## src/rtl/conv_layer_scheduler_pkg.sv

```systemverilog
// Shared definitions for the Conv2D layer scheduler.
// Latency: n/a (types and constants only).
// Backpressure: n/a.
package conv_layer_scheduler_pkg;

  localparam int SRAM_ADDR_W = 16;
  localparam int MAX_CIN     = 64;
  localparam int MAX_TILES   = 16;
  localparam int CIN_W       = $clog2(MAX_CIN + 1);
  localparam int TILE_W      = $clog2(MAX_TILES + 1);

  // One input-channel plane of the activation image
  localparam int IMG_W       = 28;
  localparam int IMG_H       = 28;
  localparam int CH_STRIDE   = IMG_W * IMG_H;

  typedef enum logic [2:0] {
    IDLE       = 3'd0,
    LOAD_W     = 3'd1,
    LAUNCH     = 3'd2,
    STREAM     = 3'd3,
    DRAIN      = 3'd4,
    WAIT_DRAIN = 3'd5,
    DONE       = 3'd6
  } conv_sched_state_e;

endpackage

```

## src/rtl/conv_layer_scheduler_if.sv

```systemverilog
// Bundles the scheduler's control, weight-load, generator and drain handshakes.
// Latency: n/a (wiring only).
// Backpressure: req held until ack; start/last/drain signals are single-cycle pulses.
interface conv_layer_scheduler_if #(
  parameter int SRAM_ADDR_W = conv_layer_scheduler_pkg::SRAM_ADDR_W,
  parameter int CIN_W       = conv_layer_scheduler_pkg::CIN_W,
  parameter int TILE_W      = conv_layer_scheduler_pkg::TILE_W
);
  // layer control
  logic                   start_i;
  logic [SRAM_ADDR_W-1:0] cfg_img_base_i;
  logic [CIN_W-1:0]       cfg_num_cin_i;
  logic [TILE_W-1:0]      cfg_num_tiles_i;
  logic                   busy_o;
  logic                   done_o;
  // weight loader
  logic                   wload_req_o;
  logic [TILE_W-1:0]      wload_tile_o;
  logic [CIN_W-1:0]       wload_cin_o;
  logic                   wload_ack_i;
  // im2col address generator
  logic                   gen_start_o;
  logic [SRAM_ADDR_W-1:0] gen_base_addr_o;
  logic                   gen_last_i;
  // accumulators / drain
  logic                   acc_first_o;
  logic                   acc_last_o;
  logic                   drain_start_o;
  logic                   drain_done_i;

  // scheduler side
  modport master (
    input  start_i, cfg_img_base_i, cfg_num_cin_i, cfg_num_tiles_i,
           wload_ack_i, gen_last_i, drain_done_i,
    output busy_o, done_o, wload_req_o, wload_tile_o, wload_cin_o,
           gen_start_o, gen_base_addr_o, acc_first_o, acc_last_o, drain_start_o
  );

  // layer FSM / loader / generator / drain side
  modport slave (
    output start_i, cfg_img_base_i, cfg_num_cin_i, cfg_num_tiles_i,
           wload_ack_i, gen_last_i, drain_done_i,
    input  busy_o, done_o, wload_req_o, wload_tile_o, wload_cin_o,
           gen_start_o, gen_base_addr_o, acc_first_o, acc_last_o, drain_start_o
  );

endinterface

```

## src/rtl/conv_layer_scheduler.sv

```systemverilog
// Sequences one Conv2D layer: per tile, per input channel load weights, stream the plane, then drain.
// Latency: 1 cycle from every accepted handshake input to the next request/pulse; 3 cycles overhead per channel.
// Backpressure: waits indefinitely on wload_ack_i, gen_last_i and drain_done_i; stray pulses are dropped.
module conv_layer_scheduler #(
  parameter int  SRAM_ADDR_W = conv_layer_scheduler_pkg::SRAM_ADDR_W,
  parameter int  MAX_CIN     = conv_layer_scheduler_pkg::MAX_CIN,
  parameter int  MAX_TILES   = conv_layer_scheduler_pkg::MAX_TILES,
  parameter int  CH_STRIDE   = conv_layer_scheduler_pkg::CH_STRIDE,
  localparam int CIN_W       = $clog2(MAX_CIN + 1),
  localparam int TILE_W      = $clog2(MAX_TILES + 1)
) (
  input  logic                  clk_i,
  input  logic                  rst_async_i,
  conv_layer_scheduler_if.master sched
);
  import conv_layer_scheduler_pkg::*;

  // Stride folded to address width so the plane walk wraps modulo the SRAM size
  localparam logic [SRAM_ADDR_W-1:0] STRIDE_A = SRAM_ADDR_W'(CH_STRIDE);

  conv_sched_state_e      state_q, state_d;
  logic [CIN_W-1:0]       num_cin_q, num_cin_d;
  logic [TILE_W-1:0]      num_tiles_q, num_tiles_d;
  logic [SRAM_ADDR_W-1:0] img_base_q, img_base_d;
  logic [CIN_W-1:0]       cin_cnt_q, cin_cnt_d;
  logic [TILE_W-1:0]      tile_cnt_q, tile_cnt_d;
  logic [SRAM_ADDR_W-1:0] ch_base_q, ch_base_d;
  logic [SRAM_ADDR_W-1:0] gen_base_q, gen_base_d;
  logic                   in_channel;

  // State, latched config, counters and address registers
  always_ff @(posedge clk_i or posedge rst_async_i) begin
    if (rst_async_i) begin
      state_q     <= IDLE;
      num_cin_q   <= '0;
      num_tiles_q <= '0;
      img_base_q  <= '0;
      cin_cnt_q   <= '0;
      tile_cnt_q  <= '0;
      ch_base_q   <= '0;
      gen_base_q  <= '0;
    end else begin
      state_q     <= state_d;
      num_cin_q   <= num_cin_d;
      num_tiles_q <= num_tiles_d;
      img_base_q  <= img_base_d;
      cin_cnt_q   <= cin_cnt_d;
      tile_cnt_q  <= tile_cnt_d;
      ch_base_q   <= ch_base_d;
      gen_base_q  <= gen_base_d;
    end
  end

  // Next-state, counter updates and pulse outputs
  always_comb begin
    state_d              = state_q;
    num_cin_d            = num_cin_q;
    num_tiles_d          = num_tiles_q;
    img_base_d           = img_base_q;
    cin_cnt_d            = cin_cnt_q;
    tile_cnt_d           = tile_cnt_q;
    ch_base_d            = ch_base_q;
    gen_base_d           = gen_base_q;
    sched.wload_req_o    = 1'b0;
    sched.gen_start_o    = 1'b0;
    sched.drain_start_o  = 1'b0;
    sched.done_o         = 1'b0;
    unique case (state_q)
      IDLE: begin
        if (sched.start_i) begin
          num_cin_d   = sched.cfg_num_cin_i;
          num_tiles_d = sched.cfg_num_tiles_i;
          img_base_d  = sched.cfg_img_base_i;
          ch_base_d   = sched.cfg_img_base_i;
          cin_cnt_d   = '0;
          tile_cnt_d  = '0;
          // An empty layer still reports done so the layer FSM never stalls
          if ((sched.cfg_num_cin_i == '0) || (sched.cfg_num_tiles_i == '0)) state_d = DONE;
          else state_d = LOAD_W;
        end
      end
      LOAD_W: begin
        sched.wload_req_o = 1'b1;
        if (sched.wload_ack_i) begin
          // Snapshot so the generator sees a stable base until the next launch
          gen_base_d = ch_base_q;
          state_d    = LAUNCH;
        end
      end
      LAUNCH: begin
        sched.gen_start_o = 1'b1;
        state_d           = STREAM;
      end
      STREAM: begin
        if (sched.gen_last_i) begin
          if (cin_cnt_q != num_cin_q - CIN_W'(1)) begin
            cin_cnt_d = cin_cnt_q + CIN_W'(1);
            ch_base_d = ch_base_q + STRIDE_A;
            state_d   = LOAD_W;
          end else begin
            state_d = DRAIN;
          end
        end
      end
      DRAIN: begin
        sched.drain_start_o = 1'b1;
        state_d             = WAIT_DRAIN;
      end
      WAIT_DRAIN: begin
        if (sched.drain_done_i) begin
          if (tile_cnt_q != num_tiles_q - TILE_W'(1)) begin
            tile_cnt_d = tile_cnt_q + TILE_W'(1);
            cin_cnt_d  = '0;
            ch_base_d  = img_base_q;
            state_d    = LOAD_W;
          end else begin
            state_d = DONE;
          end
        end
      end
      DONE: begin
        sched.done_o = 1'b1;
        state_d      = IDLE;
      end
      default: state_d = IDLE;
    endcase
  end

  // Accumulator flags only mean something while a channel is in flight
  assign in_channel            = (state_q == LOAD_W) || (state_q == LAUNCH) || (state_q == STREAM);
  assign sched.acc_first_o     = in_channel && (cin_cnt_q == '0);
  assign sched.acc_last_o      = in_channel && (cin_cnt_q == num_cin_q - CIN_W'(1));
  assign sched.busy_o          = (state_q != IDLE);
  assign sched.wload_tile_o    = tile_cnt_q;
  assign sched.wload_cin_o     = cin_cnt_q;
  assign sched.gen_base_addr_o = gen_base_q;

endmodule

```

## src/flat_wrapper.sv

```systemverilog
// flat-port wrapper written by rule: the top's interface ports become plain ports
module conv_layer_scheduler_flat import conv_layer_scheduler_pkg::*;
#(
  parameter int  SRAM_ADDR_W = conv_layer_scheduler_pkg::SRAM_ADDR_W,
  parameter int  MAX_CIN     = conv_layer_scheduler_pkg::MAX_CIN,
  parameter int  MAX_TILES   = conv_layer_scheduler_pkg::MAX_TILES,
  parameter int  CH_STRIDE   = conv_layer_scheduler_pkg::CH_STRIDE,
  localparam int CIN_W       = $clog2(MAX_CIN + 1),
  localparam int TILE_W      = $clog2(MAX_TILES + 1)
)
  (clk_i, rst_async_i, sched_start_i, sched_cfg_img_base_i, sched_cfg_num_cin_i, sched_cfg_num_tiles_i, sched_wload_ack_i, sched_gen_last_i, sched_drain_done_i, sched_busy_o, sched_done_o, sched_wload_req_o, sched_wload_tile_o, sched_wload_cin_o, sched_gen_start_o, sched_gen_base_addr_o, sched_acc_first_o, sched_acc_last_o, sched_drain_start_o);
  conv_layer_scheduler_if #(.SRAM_ADDR_W(SRAM_ADDR_W), .CIN_W((7)), .TILE_W((5))) sched_i ();
  input  logic clk_i;
  input  logic rst_async_i;
  input wire logic [$bits(sched_i.start_i)-1:0] sched_start_i;
  input wire logic [$bits(sched_i.cfg_img_base_i)-1:0] sched_cfg_img_base_i;
  input wire logic [$bits(sched_i.cfg_num_cin_i)-1:0] sched_cfg_num_cin_i;
  input wire logic [$bits(sched_i.cfg_num_tiles_i)-1:0] sched_cfg_num_tiles_i;
  input wire logic [$bits(sched_i.wload_ack_i)-1:0] sched_wload_ack_i;
  input wire logic [$bits(sched_i.gen_last_i)-1:0] sched_gen_last_i;
  input wire logic [$bits(sched_i.drain_done_i)-1:0] sched_drain_done_i;
  output wire logic [$bits(sched_i.busy_o)-1:0] sched_busy_o;
  output wire logic [$bits(sched_i.done_o)-1:0] sched_done_o;
  output wire logic [$bits(sched_i.wload_req_o)-1:0] sched_wload_req_o;
  output wire logic [$bits(sched_i.wload_tile_o)-1:0] sched_wload_tile_o;
  output wire logic [$bits(sched_i.wload_cin_o)-1:0] sched_wload_cin_o;
  output wire logic [$bits(sched_i.gen_start_o)-1:0] sched_gen_start_o;
  output wire logic [$bits(sched_i.gen_base_addr_o)-1:0] sched_gen_base_addr_o;
  output wire logic [$bits(sched_i.acc_first_o)-1:0] sched_acc_first_o;
  output wire logic [$bits(sched_i.acc_last_o)-1:0] sched_acc_last_o;
  output wire logic [$bits(sched_i.drain_start_o)-1:0] sched_drain_start_o;
  assign sched_i.start_i = sched_start_i;
  assign sched_i.cfg_img_base_i = sched_cfg_img_base_i;
  assign sched_i.cfg_num_cin_i = sched_cfg_num_cin_i;
  assign sched_i.cfg_num_tiles_i = sched_cfg_num_tiles_i;
  assign sched_i.wload_ack_i = sched_wload_ack_i;
  assign sched_i.gen_last_i = sched_gen_last_i;
  assign sched_i.drain_done_i = sched_drain_done_i;
  assign sched_busy_o = sched_i.busy_o;
  assign sched_done_o = sched_i.done_o;
  assign sched_wload_req_o = sched_i.wload_req_o;
  assign sched_wload_tile_o = sched_i.wload_tile_o;
  assign sched_wload_cin_o = sched_i.wload_cin_o;
  assign sched_gen_start_o = sched_i.gen_start_o;
  assign sched_gen_base_addr_o = sched_i.gen_base_addr_o;
  assign sched_acc_first_o = sched_i.acc_first_o;
  assign sched_acc_last_o = sched_i.acc_last_o;
  assign sched_drain_start_o = sched_i.drain_start_o;
  conv_layer_scheduler #(.SRAM_ADDR_W(SRAM_ADDR_W), .MAX_CIN(MAX_CIN), .MAX_TILES(MAX_TILES), .CH_STRIDE(CH_STRIDE)) u_core (.clk_i(clk_i), .rst_async_i(rst_async_i), .sched(sched_i));
endmodule
```

## config.mk

```make
export PLATFORM = sky130hd
export DESIGN_NAME = conv_layer_scheduler_flat
export DESIGN_NICKNAME = d
export VERILOG_FILES = /design/src/rtl/conv_layer_scheduler_pkg.sv /design/src/rtl/conv_layer_scheduler_if.sv /design/src/rtl/conv_layer_scheduler.sv /design/src/flat_wrapper.sv
export SDC_FILE = /design/constraint.sdc
export NUM_CORES = 1
export LEC_CHECK = 0
export ABC_AREA = 0
export BUFFER_PORTS_ARGS = -buffer_cell sky130_fd_sc_hd__buf_2
export CAP_MARGIN = 15
export CORE_AREA = 2 2 76 115
export CTS_CLUSTER_DIAMETER = 120
export DETAILED_ROUTE_END_ITERATION = 7
export DIE_AREA = 0 0 78 117
export GPL_TIMING_DRIVEN = 0
export HOLD_SLACK_MARGIN = 0.03
export PLACE_DENSITY_LB_ADDON = 0.05
export SLEW_MARGIN = 20
export SYNTH_ARGS = -nofsm -noshare
export SYNTH_HDL_FRONTEND = slang
export SYNTH_SLANG_ARGS = --single-unit
```

## constraint.sdc

```tcl
create_clock -name clk_i -period 2.15 [get_ports clk_i]
set_input_delay 0.1075 -clock clk_i [delete_from_list [all_inputs] [get_ports clk_i]]
set_output_delay 0.1075 -clock clk_i [all_outputs]
set_load 0.005 [all_outputs]
```

Word-level counts from Yosys, hierarchy flattened --
Index checks and enable logic that the tools add are counted.
Cells by class: eq/ne operators 15, reduce and logical (&&, ||, !) cells 17, add/sub/neg operators 5, multiplexer cells 28
Operators with widths (number):
- $mux W16 | 5
- $pmux W16 S3 | 1
- $mux W7 | 5
- $mux W3 | 7
- $pmux W7 S3 | 1
- $pmux W3 S6 | 1
- $add A16 B10 Y16 const B | 1
- $mux W5 | 3
- $logic_not A7 Y1 | 2
- $pmux W5 S2 | 1
- $eq A3 B3 Y1 const B | 3
- $ne A2 B2 Y1 const B | 4
- $reduce_and A4 Y1 | 2
- $add A7 B1 Y7 const B | 1
- $eq A7 B7 Y1 | 1
- $ne A7 B7 Y1 | 1
- $sub A7 B1 Y7 const B | 1
- $eq A3 B2 Y1 const B | 2
- $reduce_and A6 Y1 | 1
- $reduce_bool A3 Y1 | 2
- $add A5 B1 Y5 const B | 1
- $logic_not A5 Y1 | 1
- $ne A5 B5 Y1 | 1
- $sub A5 B1 Y5 const B | 1
- 8 further kinds | 16
Storage, ports and cells: word-level logic and storage cells 73, output and inout bits 35, bits in registers 75

Depth between registers and ports, before layout --
Gate-level depths: netlist of run 1.
depth in word-level cells 5, mapped depth 10, mapped depth without buffers 9

Worst setup path before layout of run 1 --
OpenSTA, ideal clock, no wires.
path kind flip-flop to flip-flop, start reg u_core.num_cin_q[0], end reg u_core.ch_base_q[5], buffers on the path 1, data arrival time 2222 ps, required time 2032 ps, library setup time 118 ps, period minus slack after synthesis 2340 ps, cell stages (with the launch flop) 10, slack -190 ps, path through dfrtp_1 -> inv_1 -> ha_1 -> or3_1 -> a31o_1 -> or3_4 -> o21ai_4 -> buf_6 -> a21oi_1 -> a21o_1
Between the ends: word-level cells in the longest chain between the ends 4
RTL lines:
- from (decl) | line conv_layer_scheduler.sv:22 | logic [CIN_W-1:0] num_cin_q, num_cin_d;
- from (signal assigned) | line conv_layer_scheduler.sv:44 | num_cin_q <= num_cin_d;
- $sub A7 B1 Y7 | line conv_layer_scheduler.sv:96 | if (cin_cnt_q != num_cin_q - CIN_W'(1)) begin
- $ne A7 B7 Y1 | line conv_layer_scheduler.sv:96
- $ne A2 B1 Y1 (no line)
- $reduce_and A6 Y1 (no line)
- to (signal assigned) | line conv_layer_scheduler.sv:49 | ch_base_q <= ch_base_d;
- to (decl) | line conv_layer_scheduler.sv:27 | logic [SRAM_ADDR_W-1:0] ch_base_q, ch_base_d;
No other way between the ends. A chain may end at the register's enable or synchronous reset.

Worst setup path after layout of run 1 --
start reg u_core.num_cin_q[1], end reg u_core.cin_cnt_q[5], in the netlist u_core.sched.wload_cin_o[5]
Between the ends: word-level cells in the longest chain between the ends 4
RTL lines:
- $sub A7 B1 Y7 | line conv_layer_scheduler.sv:96
- $ne A7 B7 Y1 | line conv_layer_scheduler.sv:96
- $ne A2 B1 Y1 (no line)
- $reduce_and A6 Y1 (no line)
- to (signal assigned) | line conv_layer_scheduler.sv:47 | cin_cnt_q <= cin_cnt_d;
- to (decl) | line conv_layer_scheduler.sv:25 | logic [CIN_W-1:0] cin_cnt_q, cin_cnt_d;
No other way between the ends.

==> results of run 1 <==
area by class of cell:
class                      count  area, um^2  area share, %
sequential                    75        1880           34.2
clock inverter                 5         100           1.82
inverter                      15        58.8           1.07
buffer                        17         125           2.28
multi-input combinational    273        2170           39.4
timing repair buffer         114         790           14.4
tap                          107         134           2.43
clock buffer                  11         243           4.41
cells in the mapped netlist (4+ instances only):
cell / number
a22oi_1: 6
buf_2: 5
o22ai_1: 5
inv_1: 15
o31ai_1: 4
nand4_1: 4
nor4_1: 4
or4_1: 4
a221oi_1: 10
mux2_2: 40
ha_1: 6
a21oi_1: 23
clkbuf_1: 7
xnor2_1: 8
o21ai_0: 26
nand2_1: 21
nor2_1: 29
xor2_1: 9
dfrtp_1: 75
nor3_1: 16
metrics by stage:
step / cell area, um^2 / setup TNS (ns)
floorplan: 3990 / -0.535
global placement: 4460 / -83.64
CTS: 5350 / -4.04
finish: 5500 / -4.21
detailed placement: 4490 / -23.88
global route: 5500 / -6.11
sequential cells by signal, summed over array words and instances, names as in the netlist:
| signal | count |
|---|---|
| u_core.ch_base_q | 16 |
| u_core.img_base_q | 16 |
| u_core.num_cin_q | 7 |
| u_core.num_tiles_q | 5 |
| u_core.sched.gen_base_addr_o | 16 |
| u_core.sched.wload_cin_o | 7 |
| u_core.sched.wload_tile_o | 5 |
| u_core.state_q | 3 |
critical path: stages, from the launching register on:
cell and delay [ns]:
dfrtp_2 0.39, inv_2 0.06, ha_4 0.17, or3_4 0.39
a31o_4 0.26, or3_4 0.37, o21ai_4 0.29, buf_4 0.17
o31ai_2 0.07, a21oi_2 0.16
final timing paths:
kind / to / slack [ns] / cells past startpoint
worst min-delay path: u_core.img_base_q[0]$_DFFE_PP0P_ / 0.04 / 2
min in group asynchronous: u_core.sched.wload_tile_o[4]$_DFFE_PP0P_ / 0.32 / 3
max in group asynchronous: u_core.ch_base_q[10]$_DFFE_PP0P_ / 1.27 / 4
worst max-delay path: u_core.sched.wload_cin_o[5]$_DFFE_PP0P_ / -0.25 / 9
worst max register to register: u_core.sched.wload_cin_o[5]$_DFFE_PP0P_ / -0.25 / 9
worst min register to register: u_core.sched.gen_base_addr_o[8]$_DFFE_PP0P_ / 0.50 / 1
routing by layer:
layer / vias up / wire, um / GRT usage [%]
met3: 11 / 405 / 3.45
met1: 1773 / 4370 / 28.7
met4: 0 / 162 / 9.12
met2: 98 / 5910 / 45.6
li1: 1671 / - / -
met5: - / 0 / 0
logic make-up (layout without fill, tap and decap cells):
| group | Yosys count | after routing | share of synthesized area (%) |
|---|---|---|---|
| and+or+nand+nor | 108 | 108 | 14.3 |
| muxes | 41 | 41 | 11.6 |
| xor gates and xnor gates | 17 | 17 | 3.74 |
| DFF | 75 | 75 | 47.2 |
| AOI/OAI and AO/OA | 100 | 101 | 17.0 |
| adders and majority gates | 6 | 6 | 1.89 |
| buffers and inverters | 35 | 162 | 4.31 |
timing repair:
action	4_1_cts	5_1_grt
gates cloned	2	1
gates resized for setup	40	40
buffers inserted	15	4
endpoints found under the hold margin	52	0
setup endpoints to repair	69	45
hold buffers	24	0
pin swaps	15	14
power by group through the flow:
stage	Sequential (mW)	Combinational, mW	Clock (mW)
after floorplan	2.46	2.25	0
after detailed placement	2.60	3.10	0
after CTS	2.57	3.64	1.76
after global placement	2.57	3.02	0
final	2.60	3.95	1.73
after global routing	2.68	4.31	1.80
==> key figures, run 1 <==
Outcome
  • Status: finished, violations left
  • Failing checks: setup timing

Power
  • Leakage: 2.42 nW
  • Comb pwr share: 47.7%
  • Switching Share: 37.6%
  • Maximum vdd drop: 0.679 mV
  • Share of power burned in the clock network: a little over a fifth
  • Sequential share of power: 31.4%
  • Total Power: 8.28 mW
  • P_sw: around 3.1 mW
  • Pwr per Cell Area: 1510 mW/mm^2
  • Int Pwr: 5.17 mW

Clock network
  • Clock sink count: 75
  • Clock buffer count from CTS: 9
  • Max Root-Sink Buffers: 2
  • Worst-Skew Late Latency: 0.34 ns
  • CTS tree: done
  • Root Driver: clkbuf_16
  • Worst-path clk slew: 0.06 ns
  • H-Tree Depth: 3

Finish
  • Area Overhead vs Synth: 38.2%
  • Finished Core Util: 67.0%
  • Highest-count cells in the layout ignoring fill and taps: 71 x buf_2, 70 x dfrtp_1, 40 x mux2_2
  • Commonest non-fill, non-tap cell in the layout: buf_2
  • N_diodes: 0
  • Cell Count, Final, Fillers Out: 617
  • Nets: 545
  • Fillcell total: 674
  • Share of cells above drive strength 1: 42.5%

Floorplanning
  • Die width: 78 um
  • Num rows: 41
  • Core region area: 0.00821 mm^2
  • Initial Util: 48.5%
  • Die span in y: about 120 um
  • Die area: 0.00913 mm^2
  • I/O Pins: 69

Timing
  • FMAX: about 420 MHz
  • Period utilization: 112%
  • Final Setup Violations: 22
  • Final setup margin: -0.249 ns
  • Final clock skew: 0.00564 ns
  • Slew @ Worst Pin: between 0.6 and 0.7 ns
  • Final min period: 2.40 ns
  • Final hold slack: 0.0357 ns
  • RSZ-0062 raised after global routing: yes
  • Worst slew margin: 57.2%
  • Final hold vios: 0
  • Max-slew violations: 0

Critical path
  • FF-to-FF Start: u_core.num_cin_q[1]$_DFFE_PP0P_
  • Worst EP required: 2.41 ns
  • CP arrival: 2.66 ns
  • Critical setup path kind: reg -> reg
  • CP startpoint: u_core.num_cin_q[1]$_DFFE_PP0P_
  • Startpoint types: flip-flop
  • Worst Path Max Fanout: 6
  • Crit. End Element: flip-flop

Logic synthesis
  • Cells after synthesis: 382
  • Largest area contributor in the netlist: dfrtp_1
  • Synth area leaders: dfrtp_1 47%, mux2_2 11%, o21ai_0 3.3%
  • Ys Warns: 0
  • Number of synthesized register bits: 75
  • Count of cell types in the netlist: 59
  • Post-Syn Area: 0.00398 mm^2
  • EDFF count, synth: 0
  • Post-synth net total: approximately 420
  • Top FF cell, synth: dfrtp_1
  • Yosys top cell area share: 47.2%
  • Post-synth ARST share: 100%
  • Sequential fraction of the synthesis area: a little under half
  • Mean Syn Cell Area: approximately 10 um^2

Run
  • Max-Cap Viols: 0

Worst hold path
  • Worst min-delay path class: in -> reg
  • Min-delay src: sched_cfg_img_base_i[0]

Place
  • Dpl ws: -0.499 ns
  • Gpl congestion: around 0.9
  • Number of buffers inserted by port buffering: 68
  • Placed instance count: 558
  • Hpwl dp: 7160 um

Drt
  • 1st-iter DRT viols: ~270
  • DRC viols: 0
  • Post-Route WL: 10,900 um
  • Drt wl/cell: 17.6 um
  • Via count: 3,553
  • Mean number of vias per cell: between 5 and 6
  • TritonRoute pass-1 iters: 4
  • Post-route ant nets: 0

Global route
  • Largest net degree at the start of global routing: 47
  • All-Layer GR Usage: 24.5%
  • Vias in the first global route: roughly 3,400
  • Global route overflow: 0
  • Initial antenna violation count: 0
  • First-pass GRT wire length: roughly 17,000 um
Power figures use the tool's default switching activity.
==> run 2: changes to the inputs <==
==> constraint.sdc (replaced) <==
create_clock -name clk_i -period 2.15 [get_ports clk_i]
set_input_delay 0.43 -clock clk_i [delete_from_list [all_inputs] [get_ports clk_i]]
set_output_delay 0.43 -clock clk_i [all_outputs]
set_load 0.005 [all_outputs]
==> run 2 against run 1 <==
The run still ends with setup timing left. Sequential power about the same. Setup slack lost 0.17 ns. Core utilization is 0.076 points lower. Power is 3.8% higher.
==> key figures, run 2 (same netlist as run 1, synthesis figures left out) <==
Outcome
  • Status: finished, violations left (unchanged)
  • Failing checks: setup timing (unchanged)

Place
  • Placed instance count: 559 (was 558)
  • Number of buffers inserted by port buffering: 68 (unchanged)
  • Gpl congestion: 0.857 (was 0.911)
  • Hpwl dp: 7220 um (was 7160 um)
  • Post-DP Area: 0.00453 mm^2 (was 0.00449 mm^2)

Clock network
  • H-Tree Depth: 3 (unchanged)
  • Root Driver: clkbuf_16 (unchanged)
  • Clock buffer count from CTS: 9 (unchanged)
  • Max Root-Sink Buffers: 2 (unchanged)
  • Worst-path clk slew: 0.06 ns (about the same)
  • Worst-Skew Late Latency: 0.33 ns (was 0.34 ns)
  • CTS tree: done (unchanged)
  • Hold_buf cts: 0 (was 24)
  • Clock sink count: 75 (unchanged)

Finish
  • Highest-count cells in the layout ignoring fill and taps: 72 x buf_2, 69 x dfrtp_1, 40 x mux2_2 (was 71 x buf_2, 70 x dfrtp_1, 40 x mux2_2)
  • Nets: 530 (was 545)
  • Fillcell total: 666 (was 674)
  • Commonest non-fill, non-tap cell in the layout: buf_2 (unchanged)
  • Share of cells above drive strength 1: 50.5% (was 42.5%)
  • Flip-flop and latch area: 0.00188 mm^2 (about the same)
  • Multi-input gate area: 0.00228 mm^2 (was 0.00217 mm^2)
  • Cell Count, Final, Fillers Out: 602 (was 617)
  • N_diodes: 0 (unchanged)
  • Final instance area: 0.00549 mm^2 (was 0.00550 mm^2)
  • Area Overhead vs Synth: 38.1% (was 38.2%)

Drt
  • Mean number of vias per cell: 5.80 (was 5.76)
  • Via count: 3,490 (was 3,553)
  • 1st-iter DRT viols: 208 (was 267)
  • Drt wl/cell: 18.2 um (was 17.6 um)
  • DRC viols: 0 (unchanged)
  • Post-route ant nets: 0 (unchanged)
  • TritonRoute pass-1 iters: 4 (unchanged)
  • Post-Route WL: 10,900 um (about the same)

Floorplanning
  • Die area: 0.00913 mm^2 (unchanged)
  • Die span in y: 117 um (unchanged)
  • Num rows: 41 (unchanged)
  • I/O Pins: 69 (unchanged)
  • Core region area: 0.00821 mm^2 (unchanged)
  • Die width: 78 um (unchanged)
  • Initial Util: 48.5% (unchanged)

Power
  • Sequential share of power: 30.4% (was 31.4%)
  • Int Pwr: 5.30 mW (was 5.17 mW)
  • Pwr per Cell Area: 1560 mW/mm^2 (was 1510 mW/mm^2)
  • Comb pwr share: 49.1% (was 47.7%)
  • Total Power: 8.60 mW (was 8.28 mW)
  • Switching Share: 38.3% (was 37.6%)
  • Maximum vdd drop: 0.858 mV (was 0.679 mV)
  • Share of power burned in the clock network: 20.5% (was 20.9%)
  • Leakage: 2.38 nW (was 2.42 nW)
  • P_sw: 3.30 mW (was 3.12 mW)

Timing
  • Slew @ Worst Pin: 0.645 ns (was 0.637 ns)
  • Final Setup Violations: 22 (unchanged)
  • Final setup margin: -0.415 ns (was -0.249 ns)
  • Final hold vios: 0 (unchanged)
  • RSZ-0062 raised after global routing: yes (unchanged)
  • Period utilization: 119% (was 112%)
  • FMAX: 390 MHz (was 417 MHz)
  • Max-slew violations: 0 (unchanged)
  • Final hold slack: 0.142 ns (was 0.0357 ns)
  • Worst slew margin: 56.7% (was 57.2%)
  • Final clock skew: 0.00737 ns (was 0.00564 ns)
  • Final min period: 2.57 ns (was 2.40 ns)
  • Fin Setup TNS: -5.61 ns (was -4.21 ns)

Global route
  • Vias in the first global route: 3,413 (was 3,446)
  • Global route overflow: 0 (unchanged)
  • First-pass GRT wire length: 17,200 um (was 17,300 um)
  • All-Layer GR Usage: 24.3% (was 24.5%)
  • Initial antenna violation count: 0 (unchanged)
  • Largest net degree at the start of global routing: 30 (was 47)

Critical path
  • CP arrival: 2.14 ns (was 2.66 ns)
  • Crit. End Element: primary output (was flip-flop)
  • Critical setup path kind: reg -> out (was reg -> reg)
  • Family with the most delay on the worst path: simple AND/OR/NAND/NOR gates (was compound AO/OA/AOI/OAI gates)
  • Crit-path slowest cell: dfrtp_1 (was dfrtp_2)
  • CP Buf/Inv Count: 2 (unchanged)
  • Worst EP required: 1.72 ns (was 2.41 ns)
  • Max incr delay on CP: 0.38 ns (was 0.39 ns)
  • Startpoint types: flip-flop (unchanged)
  • CP Cell Sequence: buf_6 -> nor2b_1 -> or3_1 -> a31o_1 -> nor3_2 -> nor3b_2 -> buf_2 (was inv_2 -> ha_4 -> or3_4 -> a31o_4 -> or3_4 -> o21ai_4 -> buf_4 -> o31ai_2 -> a21oi_2)
  • Worst Path Max Fanout: 2 (was 6)

Run
  • Max-Cap Viols: 0 (unchanged)

Worst hold path
  • Worst min-delay path class: in -> async (was in -> reg)
## run 2: path summary, 6_finish.rpt
kind | startpoint | slack (ns) | cells after the start | end
max in group asynchronous | rst_async_i | 1.27 | 4 | u_core.sched.wload_tile_o[4]$_DFFE_PP0P_
min in group clk_i | sched_cfg_num_tiles_i[0] | 0.32 | 3 | u_core.num_tiles_q[0]$_DFFE_PP0P_
max reg2reg | u_core.sched.wload_cin_o[2]$_DFFE_PP0P_ | -0.34 | 12 | u_core.sched.wload_cin_o[6]$_DFFE_PP0P_
min | rst_async_i | 0.14 | 2 | u_core.sched.wload_cin_o[2]$_DFFE_PP0P_
min reg2reg | u_core.sched.gen_base_addr_o[11]$_DFFE_PP0P_ | 0.50 | 1 | u_core.sched.gen_base_addr_o[11]$_DFFE_PP0P_
max | u_core.sched.wload_cin_o[2]$_DFFE_PP0P_ | -0.42 | 7 | sched_acc_last_o
## run 2: final cells by class
class	instances	area share, %
sequential	75	34.3
tap	107	2.44
multi-input combinational	273	41.5
buffer	16	2.00
timing repair buffer	100	12.3
clock buffer	10	4.35
inverter	15	1.09
clock inverter	6	2.03
## run 2: power groups by stage
stage / sequential [mW] / combinational [mW] / clock (mW)
2_1_floorplan: 2.47 / 2.29 / 0
3_3_place_gp: 2.56 / 3.05 / 0
3_5_place_dp: 2.59 / 3.13 / 0
4_1_cts: 2.58 / 3.78 / 1.79
5_1_grt: 2.69 / 4.57 / 1.85
6_report: 2.61 / 4.22 / 1.76
## run 2: what timing repair did
item / in CTS / in global routing
gates resized for setup: 65 / 61
pin swaps: 30 / 32
gates cloned: 4 / 0
setup endpoints to repair: 70 / 53
setup buffers: 22 / 13
## run 2: per-layer routing
| layer | vias to the layer above | wire, um | track usage, % |
|---|---|---|---|
| li1 | 1635 | - | - |
| met1 | 1734 | 4350 | 28.2 |
| met2 | 104 | 5870 | 44.9 |
| met3 | 17 | 523 | 4.29 |
| met4 | 0 | 189 | 8.42 |
| met5 | - | 0 | 0 |
## run 2: through the flow
stage,utilization [%],worst slack [ns]
6_report,66.9,-0.415
5_1_grt,66.9,-0.485
4_1_cts,63.8,-0.395
3_5_place_dp,55.2,-0.503
3_3_place_gp,54.7,-0.474
2_1_floorplan,-,-0.0843
